--- src/rtl/inst_queue.sv ---
// inst_queue: two-wide IF->ID instruction buffer that keeps branches together with their delay slots.
//   clk, resetn       : clock and asynchronous active-low reset
//   flush             : discard every buffered entry
//   in_valid/ins/pc/exc, in_ready : fetch side, up to two instructions per cycle
//   out_valid/ins/pc/exc/rs/rt/rd/br, out_accept : decode side, lane0 is the oldest
module inst_queue #(
  parameter int DEPTH = 8,
  parameter int EXC_W = 4
) (
  input  logic               clk,
  input  logic               resetn,
  input  logic               flush,
  input  logic [1:0]         in_valid,
  input  logic [63:0]        in_ins,
  input  logic [63:0]        in_pc,
  input  logic [2*EXC_W-1:0] in_exc,
  output logic               in_ready,
  output logic [1:0]         out_valid,
  output logic [63:0]        out_ins,
  output logic [63:0]        out_pc,
  output logic [2*EXC_W-1:0] out_exc,
  output logic [13:0]        out_rs,
  output logic [13:0]        out_rt,
  output logic [13:0]        out_rd,
  output logic [1:0]         out_br,
  input  logic               out_accept
);
  localparam int AW = $clog2(DEPTH);
  logic [31:0]    ins_q [DEPTH];
  logic [31:0]    pc_q  [DEPTH];
  logic [EXC_W-1:0] exc_q [DEPTH];
  logic [AW-1:0]  wr_ptr, rd_ptr, wr1, rd1;
  logic [AW:0]    count, push_cnt, pop_cnt;
  logic           push, pop;
  logic [31:0]    h0, h1;
  function automatic logic is_br(input logic [31:0] i);
    logic [5:0] op;
    op = i[31:26];
    return op inside {6'b000001, 6'b000010, 6'b000011, 6'b000100, 6'b000101,
                      6'b000110, 6'b000111, 6'b010100} ||
           (op == 6'b000000 && (i[5:0] == 6'b001000 || i[5:0] == 6'b001001));
  endfunction
  assign wr1 = wr_ptr + 1'b1;
  assign rd1 = rd_ptr + 1'b1;
  assign in_ready = count <= (AW+1)'(DEPTH - 2);
  assign push = in_ready && in_valid[0] && !flush;
  assign pop = out_accept && !flush;
  assign push_cnt = push ? {{(AW-1){1'b0}}, in_valid[1], ~in_valid[1]} : '0;
  assign pop_cnt = pop ? {{(AW-1){1'b0}}, out_valid[1], out_valid[0] & ~out_valid[1]} : '0;
  assign h0 = ins_q[rd_ptr];
  assign h1 = ins_q[rd1];
  assign out_br = {is_br(h1), is_br(h0)};
  // A lone branch waits for its delay slot; a branch in lane1 is held back to lead the next group.
  assign out_valid = count == '0 ? 2'b00 :
                     count == (AW+1)'(1) ? (out_br[0] ? 2'b00 : 2'b01) :
                     out_br[0] ? 2'b11 : out_br[1] ? 2'b01 : 2'b11;
  assign out_ins = {h1, h0};
  assign out_pc = {pc_q[rd1], pc_q[rd_ptr]};
  assign out_exc = {exc_q[rd1], exc_q[rd_ptr]};
  assign out_rs = {2'b00, h1[25:21], 2'b00, h0[25:21]};
  assign out_rt = {2'b00, h1[20:16], 2'b00, h0[20:16]};
  assign out_rd = {2'b00, h1[15:11], 2'b00, h0[15:11]};
  always_ff @(posedge clk or negedge resetn) begin
    if (!resetn) begin
      wr_ptr <= '0;
      rd_ptr <= '0;
      count <= '0;
      for (int i = 0; i < DEPTH; i++) begin
        ins_q[i] <= '0;
        pc_q[i] <= '0;
        exc_q[i] <= '0;
      end
    end else if (flush) begin
      wr_ptr <= '0;
      rd_ptr <= '0;
      count <= '0;
    end else begin
      if (push) begin
        ins_q[wr_ptr] <= in_ins[31:0];
        pc_q[wr_ptr] <= in_pc[31:0];
        exc_q[wr_ptr] <= in_exc[EXC_W-1:0];
        if (in_valid[1]) begin
          ins_q[wr1] <= in_ins[63:32];
          pc_q[wr1] <= in_pc[63:32];
          exc_q[wr1] <= in_exc[2*EXC_W-1:EXC_W];
        end
      end
      wr_ptr <= wr_ptr + push_cnt[AW-1:0];
      rd_ptr <= rd_ptr + pop_cnt[AW-1:0];
      count <= count + push_cnt - pop_cnt;
    end
  end
endmodule
--- config.mk ---
export PLATFORM = sky130hd
export DESIGN_NAME = inst_queue
export DESIGN_NICKNAME = d
export VERILOG_FILES = /design/src/rtl/inst_queue.sv
export SDC_FILE = /design/constraint.sdc
export NUM_CORES = 2
export LEC_CHECK = 0
export ABC_AREA = 0
export CAP_MARGIN = 40
export CORE_MARGIN = 4
export CORE_UTILIZATION = 56
export CTS_CLUSTER_DIAMETER = 200
export DETAILED_ROUTE_END_ITERATION = 7
export GPL_ROUTABILITY_DRIVEN = 0
export HOLD_SLACK_MARGIN = 0.03
export PLACE_DENSITY = 0.79
export SETUP_SLACK_MARGIN = 0.3
export SYNTH_ARGS = -nofsm -noshare
export SYNTH_HDL_FRONTEND = slang
export SYNTH_SLANG_ARGS = --single-unit
--- constraint.sdc ---
create_clock -name clk -period 7.8 [get_ports clk]
set_clock_uncertainty 0.15 [all_clocks]
set_input_delay 0.78 -clock clk [delete_from_list [all_inputs] [get_ports clk]]
set_output_delay 0.78 -clock clk [all_outputs]
set_load 0.005 [all_outputs]
==> reports/results.ini <==
[sta]
drv_slew = 0
hold_violations = 0
timing.final.crit_share_pct = 77.9
relSlewSlack_pct = 12.6
fmax_mhz = 165
worst_slew_pin_slew_ns = 1.31
worst_slack_ns = 1.73
setup_viol = 0
rsz0062_at_grt = false
post-route-min-period_ns = 6.07
setup_tns_ns = 0

[cells_and_area]
fin_nets = 3503
nFillCells = 4287
area_growth_syn_to_layout_pct = 15.5
drive_gt1_share_pct = 15.4
fin_area_um2 = 37900

[clocking]
hold_buffers = 0
cts-resized-gates = 0
cts_tree = done
postCtsSetupBuffers = 0
htree_levels = 2
clk_pin_slew_ns = 0.06
root_buffer = clkbuf_16
clkSinkCount = 554
clockBufferDepth = 3
cts_made_buffers = 60
clock_latency_ns = 0.66

[detailed_routing]
routed_wl_um = 124000
drc = 0
viasPerCell = 7.53
vias = 31423
ant_nets = 0
wl_per_cell_um = 29.8
drtIter0Drc = 5118
drtPass1Iterations = 8

[setup_path]
arrival_ns = 5.14
rr_worst_depth = 16
path_cells = buf_12, ha_4, xor2_4, buf_4, mux2_2, o31ai_1, o41ai_1, and2_1, a21oi_1, clkdlybuf4s50_1
endpoint_kind = output port
rrSetupSlack_ns = 2.24
worst-path-max-fanout = 33
endpoint = out_valid[1]
cp_slowest_cell = dfrtp_4
crit_buf_inv = 3
r2r_end = count[3]
crit_type = flip-flop to output port
startpoint = rd_ptr[0]
cp-start-kind = flip-flop
crit_family = buffers and inverters
path_depth = 10
rr_startpoint = rd_ptr[0]
required_ns = 6.87
max_stage_delay_ns = 0.80

[synthesis]
synth_area_per_cell_um2 = 9.66
ys.warnings.count = 0
synth_top_cell_area_share_pct = 42.3
synth_seq_area_share_pct = 42.3
syn_inst = 3396
yosys_most_used_dff = dfrtp_1
syn_area_um2 = 32800
ys_ff_latch = 554
synthTopCellsByCount = nor2_1 (561), a21oi_1 (559), dfrtp_1 (554)
synth_edf_count = 0
yosysTopAreaCell = dfrtp_1
synth_top_cells_by_area = dfrtp_1 (42%), mux4_2 (18%), o22ai_1 (10%)
yosysMostFrequentCell = nor2_1
synth_async_sr_flop_share_pct = 100
synthDistinctLibCells = 49

[floorplanning]
dieArea_um2 = 62500
core_area_um2 = 57800
dieWidth_um = 250
fp-row-count = 88
fp.dieH_um = 250
initial_core_util_pct = 56.7
io_pins = 325

[power_and_ir_drop]
total_power_w = 0.0137
power_density_nw_per_um2 = 362
ir_worst_vdd_mv = 0.246
leakage_nw = 15.1

[global_route]
overflow = 0
grt_util_all_layers_pct = 38.3
grt_max_degree = 248
grt_pass1_wl_um = 187000
first_global_vias = 32040
antenna_found_initial = 18

[place]
postPlaceCellArea_um2 = 35800
dp_hpwl_um = 69400
io_buffers = 312
dpl_worst_slack_ns = 2.34

[status]
outcome = complete, no violations

[worst_hold_path]
hold_path.class = input port to async pin

[job]
maxCapViolCount = 0

[layer usage]
| layer | share of wire [%] | wire, um | vias up | track usage [%] |
|---|---|---|---|---|
| met3 | 16 | 19900 | 829 | 13.3 |
| met1 | 32 | 40200 | 15080 | 48.5 |
| met2 | 44 | 54600 | 3135 | 56.4 |
| met4 | 7.7 | 9580 | 16 | 25.1 |
| li1 | - | - | 12363 | - |
| met5 | 0.069 | 86 | - | 0 |
[worst min path at each step]
stage	endpoint	from	slack (ns)
5_1_grt	ins_q[230]	resetn	0.19
3_5_place_dp	pc_q[41]	pc_q[41]	0.39
6_report	ins_q[227]	resetn	0.08
3_3_place_gp	pc_q[151]	pc_q[151]	0.37
4_1_cts	ins_q[104]	resetn	0.13
2_1_floorplan	count[0]	resetn	0.33
[cells in the final DEF, fill, tap and decap left out, drive strengths merged, types with 3 or more instances in the layout]
master,n
nand4,3
or3,3
nand2,235
mux2,66
mux4,264
mux2i,12
nor2,561
clkdlybuf4s50,311
ha,10
buf,68
diode,12
xnor2,5
clkinv,16
nor3b,5
nand2b,3
dfrtp,554
xor2,3
a21oi,559
bufinv,4
clkbuf,90
inv,17
conb,12
fa,4
nor3,6
nor2b,7
o22ai,544
nand3b,7
nand3,4
[registers in the layout, summed over array words and instances, names as in the netlist]
register,count
wr_ptr,3
ins_q,256
exc_q,32
count,4
pc_q,256
rd_ptr,3
[through the flow]
stage / utilization (%) / hold WS [ns] / instances
2_1_floorplan: - / 0.334 / 3407
3_3_place_gp: 61.3 / 0.373 / 4035
3_5_place_dp: 61.9 / 0.387 / 4050
4_1_cts: 65.5 / 0.126 / 4163
5_1_grt: 65.5 / 0.188 / 4172
6_report: 65.5 / 0.0817 / 4175
[worst reg2reg max path: cells and delay by family, from the launching register on]
kind / cells / cell delay (ns)
AOI/OAI and AO/OA: 4 / 0.59
xor gates and xnor gates: 1 / 0.15
adders and majority gates: 3 / 1.30
buffers and inverters: 4 / 1.24
DFF: 1 / 0.80
muxes: 1 / 0.46
and+or+nand+nor: 3 / 0.72
[area by class of cell]
type | count | area (um^2) | area share, %
inverter | 15 | 56.3 | 0.149
tap | 765 | 957 | 2.53
multi-input combinational | 2337 | 17000 | 44.8
clock buffer | 90 | 1820 | 4.79
sequential | 554 | 13900 | 36.6
timing repair buffer | 379 | 3910 | 10.3
clock inverter | 23 | 264 | 0.697
antenna | 12 | 30.0 | 0.0793
[logic make-up after synthesis]
group                    Yosys count  synth area share (%)
XOR/XNOR                           8                 0.271
multiplexers                     342                  20.8
flip-flops                       554                  42.3
buffers and inverters            516                  6.65
AND/OR/NAND/NOR                  842                  10.1
AO/OA/AOI/OAI                   1119                  19.3
adder cells (fa/ha/maj)           14                 0.626
other                              1                0.0114
[power breakdown]
part | total [W] | switching [W] | internal [W]
clock | 0.00301 | 0.00127 | 0.00174
sequential | 0.00462 | 0.000837 | 0.00378
combinational | 0.00607 | 0.00279 | 0.00328
Power figures use the tool's default switching activity.
